<file path="src/rtl/cpu_pkg.sv">
// Shared Avalon-MM command/response types and arbiter state encoding for the
// dual-core UART access path.
package cpu_pkg;

  localparam int AVL_AW = 4;
  localparam int AVL_DW = 32;

  // Avalon-MM command from a master (chipselect doubles as the request).
  typedef struct packed {
    logic              chipselect;
    logic              read_n;
    logic              write_n;
    logic [AVL_AW-1:0] address;
    logic [AVL_DW-1:0] writedata;
  } AvlC;

  // Avalon-MM response back to a master.
  typedef struct packed {
    logic [AVL_DW-1:0] readdata;
    logic              waitrequest;
  } AvlR;

  typedef enum logic [1:0] {arb_IDLE, arb_XFER, arb_ABORT} ArbSt;

  // Quiescent command presented to the slave whenever no transfer is live.
  localparam AvlC AVLC_IDLE = '{chipselect: 1'b0, read_n: 1'b1, write_n: 1'b1,
                                address: '0, writedata: '0};

  // Request vector {m1, m0} taken from the two masters' chipselects.
  function automatic logic [1:0] avl_req(input AvlC c0, input AvlC c1);
    return {c1.chipselect, c0.chipselect};
  endfunction

endpackage

</file>
<file path="src/rtl/uart_arb_rr2.sv">
// Two-way request picker: a lone requester always wins; on a tie the
// winner is m0 in fixed-priority mode, otherwise the one rr_ptr points at.
module uart_arb_rr2 (
  input  logic [1:0] req,
  input  logic       rr_ptr,
  input  logic       fixed,
  output logic [1:0] gnt
);

  // One-hot grant decode of the current request pair.
  always_comb begin
    gnt = 2'b00;
    case (req)
      2'b01:   gnt = 2'b01;
      2'b10:   gnt = 2'b10;
      2'b11:   gnt = (fixed || !rr_ptr) ? 2'b01 : 2'b10;
      default: gnt = 2'b00;
    endcase
  end

endmodule

</file>
<file path="src/rtl/uart_avl_arb.sv">
// Shares one Avalon-MM UART slave between two core bridges. One master owns
// the slave per transfer; a watchdog aborts transfers stalled too long so a
// hung slave cycle cannot lock both cores.
module uart_avl_arb
  import cpu_pkg::*;
#(
  parameter int TIMEOUT    = 1024,
  parameter int PRIO_FIXED = 0,
  parameter int TO_W       = $clog2(TIMEOUT + 1)
) (
  input  logic clk,
  input  logic rst,
  input  AvlC  m0_avlc,
  output AvlR  m0_avlr,
  input  AvlC  m1_avlc,
  output AvlR  m1_avlr,
  output AvlC  s_avlc,
  input  AvlR  s_avlr,
  output logic err_o,
  output logic err_id_o,
  input  logic err_clr_i
);

  ArbSt            state;
  logic            owner;
  logic            rr_ptr;
  logic [TO_W-1:0] wdog;
  logic [1:0]      req;
  logic [1:0]      gnt;
  logic            xfer;
  logic            done;
  logic            abort;
  AvlC             own_cmd;

  assign req = avl_req(m0_avlc, m1_avlc);

  uart_arb_rr2 u_pick (
    .req    (req),
    .rr_ptr (rr_ptr),
    .fixed  (PRIO_FIXED != 0),
    .gnt    (gnt)
  );

  assign xfer    = (state == arb_XFER);
  assign done    = xfer & ~s_avlr.waitrequest;
  assign abort   = xfer & s_avlr.waitrequest & (wdog == TO_W'(TIMEOUT - 1));
  // Slave command depends only on registered state and the owner's command,
  // never on the slave's own waitrequest.
  assign own_cmd = owner ? m1_avlc : m0_avlc;
  assign s_avlc  = xfer ? own_cmd : AVLC_IDLE;

  // Route the slave response: readdata is broadcast, only the owner is released.
  always_comb begin
    m0_avlr.readdata    = s_avlr.readdata;
    m0_avlr.waitrequest = 1'b1;
    m1_avlr.readdata    = s_avlr.readdata;
    m1_avlr.waitrequest = 1'b1;
    if ((done || abort) && !owner) begin
      m0_avlr.waitrequest = 1'b0;
      if (abort) m0_avlr.readdata = '0;
    end
    if ((done || abort) && owner) begin
      m1_avlr.waitrequest = 1'b0;
      if (abort) m1_avlr.readdata = '0;
    end
  end

  // Arbitration FSM with stall watchdog and sticky abort flag.
  always_ff @(posedge clk or posedge rst) begin
    if (rst) begin
      state    <= arb_IDLE;
      owner    <= 1'b0;
      rr_ptr   <= 1'b0;
      wdog     <= '0;
      err_o    <= 1'b0;
      err_id_o <= 1'b0;
    end else begin
      case (state)
        arb_IDLE: begin
          if (|req) begin
            owner  <= gnt[1];
            rr_ptr <= ~gnt[1];
            wdog   <= '0;
            state  <= arb_XFER;
          end
        end
        arb_XFER: begin
          if (done) begin
            wdog  <= '0;
            state <= arb_IDLE;
          end else if (abort) begin
            wdog     <= '0;
            err_id_o <= owner;
            state    <= arb_ABORT;
          end else begin
            wdog <= wdog + 1'b1;
          end
        end
        arb_ABORT: state <= arb_IDLE;
        default:   state <= arb_IDLE;
      endcase
      // A fresh abort outranks a clear arriving in the same cycle.
      if (abort)          err_o <= 1'b1;
      else if (err_clr_i) err_o <= 1'b0;
    end
  end

endmodule

</file>
<file path="config.mk">
export PLATFORM = sky130hd
export DESIGN_NAME = uart_avl_arb
export DESIGN_NICKNAME = d
export VERILOG_FILES = /design/src/rtl/cpu_pkg.sv /design/src/rtl/uart_arb_rr2.sv /design/src/rtl/uart_avl_arb.sv
export SDC_FILE = /design/constraint.sdc
export NUM_CORES = 1
export LEC_CHECK = 0
export BUFFER_PORTS_ARGS = -buffer_cell sky130_fd_sc_hd__clkbuf_2
export CAP_MARGIN = 20
export CORE_AREA = 2 2 86 88
export CTS_CLUSTER_DIAMETER = 150
export DETAILED_ROUTE_END_ITERATION = 12
export DIE_AREA = 0 0 88 90
export PLACE_DENSITY = 0.68
export SLEW_MARGIN = 15
export SYNTH_ARGS = -nofsm -noshare
export SYNTH_HDL_FRONTEND = slang
export SYNTH_HIERARCHICAL = 1
export SYNTH_SLANG_ARGS = --single-unit
export TNS_END_PERCENT = 1
</file>
<file path="constraint.sdc">
create_clock -name clk -period 2.5 [get_ports clk]
set_clock_uncertainty 0.1 [all_clocks]
set_input_delay 0.375 -clock clk [delete_from_list [all_inputs] [get_ports clk]]
set_output_delay 0.375 -clock clk [all_outputs]
set_load 0.1 [all_outputs]
</file>
# Word level (Yosys, flattened, before mapping)
# Cells that the tools add are included.
# word_totals
output_inout_bits,107
wordCells,49
input_bits,114
ff_bits,17
# classes
bitwise,6
reduce_logical,12
add_sub_neg,1
n_eq_ne,7
n_mux,17
# op_table
operator,count
two-way mux 39 bit,2
two-way mux 33 bit,2
two-way mux 11 bit,3
two-way mux 32 bit,1
one-hot mux 11 bit (2 select lines),1
adder 11 x 1 -> 11 bit (second input constant),1
== test 11 x 10 -> 1 bit (second input constant),1
two-way mux 2 bit,4
one-hot mux 2 bit (3 select lines),1
AND reduction 2 bit,3
== test 2 x 1 -> 1 bit (second input constant),2
== test 2 bit (second input constant),2
one-hot mux 2 bit (2 select lines),1
nonzero test 2 bit,2
bitwise AND 1 bit,3
inequality test 3 x 1 -> 1 bit (second input constant),1
inverter 1 bit,3
AND reduction 3 bit,1
logical AND 1 bit,2
logical NOT 2 bit,1
two-way mux 1 bit,2
inequality test 2 bit (second input constant),1
OR reduction 2 bit,1
logical NOT 1 bit,1
logical OR 1 bit,1

# Longest topological paths before layout
# logic_depth
ltp_word,6
ltp_mapped,7
depth_no_buf,5

# Cells and area by module
# The synthesis kept the hierarchy.
# modules_own_cells
module,cells_each,area_per_inst_um2,seq_area_each_um2,n_inst
uart_avl_arb,250,1906.8,425.4,1
uart_arb_rr2,4,30.0,0.0,1

# Worst setup path after synthesis
# No wires, ideal clock.
# synth_timing
path_type,flip-flop to output port
start,reg wdog[0]
end,out m0_avlr[10] (netlist name)
stages_incl_launch_ff,8
path_buffers,2
required_ps,2025
path_slack_ps,-593
t_arrival_ps,2618
path_cell_list,dfrtp_1 ha_1 and3_1 buf_2 nand4_4 nor2_1 buf_2 nor2b_1
# synth_rtl
element,line,text
start: declaration,uart_avl_arb.sv:27,logic [TO_W-1:0] wdog;
start signal: assignment,uart_avl_arb.sv:96,wdog <= wdog + 1'b1;
end: declaration,uart_avl_arb.sv:14,"output AvlR m0_avlr,"

==> results.sh <==
export IMPL_grt_usage_pct=22.07
export IMPL_grt_setup_unrepaired="false"
export IMPL_drcViolationCount=0
export IMPL_gr_usage_met3_pct=3.214
export IMPL_die_h_um=90
export IMPL_slew_headroom_pct=56.56
export IMPL_path_max_fanout=9
export IMPL_antenna_cells=0
export IMPL_drt_wl_total_um=9573
export IMPL_dieArea_um2=7920
export IMPL_cpMaxStageDelayCell="dfrtp_1"
export IMPL_wire_per_inst_um=16.97
export IMPL_drive_above_1_share_pct=58.28
export IMPL_numCtsBuffers=3
export IMPL_path_buf_inv=1
export IMPL_required_ns=2.03
export IMPL_p_comb_share_pct=85.9
export IMPL_antenna_found_initial=0
export IMPL_vdd_drop_max_uv=660.9
export IMPL_fin_crit_sh_pct=96.32
export IMPL_finalNetCount=581
export IMPL_regArea_um2=426.7
export IMPL_r2r_cells=7
export IMPL_via_per_inst=4.793
export IMPL_dieWidth_um=88
export IMPL_tightest_slew_ns=0.6509
export IMPL_multi_input_area_um2=1486
export IMPL_grt_first_pass_wirelength_um=13780
export IMPL_p_int_mw=1.525
export IMPL_slowest_delay_ns=0.38
export IMPL_startpoint_type="flop"
export IMPL_synth_nets=368
export IMPL_path_clk_slew_ns=0.06
export IMPL_fmax_mhz=415.3
export IMPL_r2r_end="wdog[5]"
export IMPL_hold_viol=0
export IMPL_pwr_share_seq_pct=8.9
export IMPL_placed_cells=558
export IMPL_cpLargestDelayFamily="simple AND/OR/NAND/NOR gates"
export IMPL_ys_warn_count=6
export IMPL_place_congestion=0.8626
export IMPL_root_buffer="clkbuf_8"
export IMPL_grtUsageMet1_pct=23.62
export IMPL_via_count=2703
export IMPL_io_buffers=220
export IMPL_cts_buffer_depth=2
export IMPL_pin_count=221
export IMPL_power_density_nw_per_um2=786.4
export IMPL_finalSetupViolations=0
export IMPL_slew_viol_final=0
export IMPL_avgSynthCellArea_um2=7.626
export IMPL_p_sw_mw=2.282
export IMPL_worstSetupPathType="flop to output port"
export IMPL_cts_sinks=17
export IMPL_power_leakage_nw=2.360
export IMPL_row_count=31
export IMPL_hold_buffers=0
export IMPL_ant_nets=0
export IMPL_setup_tns_final_ns=0
export IMPL_fin_crit_ns=2.408
export IMPL_grt_pass1_vias=2645
export IMPL_r2r_slack_ns=0.68
export IMPL_maxCapViolCount=0
export IMPL_nFillCells=506
export IMPL_netlist_area_um2=1929
export IMPL_cts_htree_levels=1
export IMPL_core_um2=7020
export IMPL_critPathArrivalTime_ns=1.93
export IMPL_p_sw_share_pct=59.94
export IMPL_clockPowerShare_pct=5.3
export IMPL_syn_to_final_growth_pct=150.9
export IMPL_start_util_pct=27.48
export IMPL_netlist_instances=253
export IMPL_crit_path_end_kind="output port"
export IMPL_firstDrtPassIters=6
export IMPL_cp_cell_sequence="ha_2 -> and3_4 -> nand4_4 -> or2_4 -> and2_1 -> buf_12"
export IMPL_status="completed"
export IMPL_clock_latency_ns=0.25
export IMPL_stdcell_count=564
export IMPL_grt_ovfl_total=0
export IMPL_cts_tree="built"
export IMPL_grt_max_degree=43
export IMPL_drt_iter0_drc=100
export IMPL_dp_hpwl_um=8023
export IMPL_grt_busiest_layer="met2"
export IMPL_grtUsageMet2_pct=42.49
export IMPL_r2r_start="wdog[0]"
export IMPL_hold_path_class="input pin to asynchronous set/reset pin"
flip-flops by register name, summed over array words and instances, names as in the netlist:
register	count
wdog	11
state	2
err_id_o	1
err_o	1
owner	1
rr_ptr	1
power groups by stage:
| stage | Combinational (mW) | Clock, mW | Sequential, mW |
|---|---|---|---|
| 2_1_floorplan | 2.08 | 0 | 0.326 |
| 3_3_place_gp | 3.24 | 0 | 0.340 |
| 3_5_place_dp | 3.27 | 0 | 0.342 |
| 4_1_cts | 3.28 | 0.204 | 0.337 |
| 5_1_grt | 3.36 | 0.216 | 0.341 |
| 6_report | 3.27 | 0.200 | 0.338 |
final cells by class:
cell class | count | area share [%]
sequential | 17 | 8.814
clock buffer | 4 | 0.9305
timing repair buffer | 225 | 56.60
multi-input combinational | 214 | 30.71
inverter | 5 | 0.3877
tap | 99 | 2.559
placed cells by master (no fill, tap or decap), types with 2 or more instances in the layout:
cell / count
buf_12: 107
a31oi_1: 5
nand2_1: 8
nor2b_1: 4
o21ai_0: 10
and2_1: 32
nor2b_2: 30
or2_4: 3
nand2b_1: 3
a211o_1: 2
a21oi_1: 5
buf_4: 3
nor2_1: 44
dfrtp_1: 16
a22o_1: 2
o21a_1: 2
mux2i_1: 37
nand3_1: 4
inv_1: 5
nor3_1: 2
clkbuf_2: 115
clkbuf_8: 3
layer usage:
layer / share of wire, % / wire (µm)
met5: 0 / 0
met4: 3.1 / 292
met3: 5.3 / 510
met2: 55 / 5313
met1: 36 / 3457
how the worst max path moves through the flow:
stage               slack, ns  cells past startpoint          end      start
floorplan               -0.43                      6   m0_avlr[1]    wdog[0]
global placement         0.34                      6  m1_avlr[23]  s_avlr[0]
detailed placement       0.28                      5  m1_avlr[26]    wdog[4]
CTS                      0.02                      6  m1_avlr[26]    wdog[0]
global route            0.008                      6   m1_avlr[3]    wdog[0]
finish                   0.09                      6  m1_avlr[26]    wdog[0]
what timing repair did:
action                                  CTS  global route
resized for setup                         1             6
setup buffers                             0             0
pin swaps                                 0             2
cloned                                    0             2
endpoints found under the setup margin   11            32
through the flow:
step	total power, mW	area (µm²)	util, %	setup slack [ns]	hold WS, ns
detailed placement	3.613	4767	67.90	0.2818	0.3699
floorplan	2.410	2004	-	-0.4266	0.2011
finish	3.807	4841	68.95	0.09206	0.08719
global route	3.917	4841	68.95	0.007785	0.1533
global placement	3.578	4767	67.90	0.3389	0.3595
CTS	3.818	4813	68.56	0.02394	0.1046
Note: power is estimated with default switching activity, not from simulation.
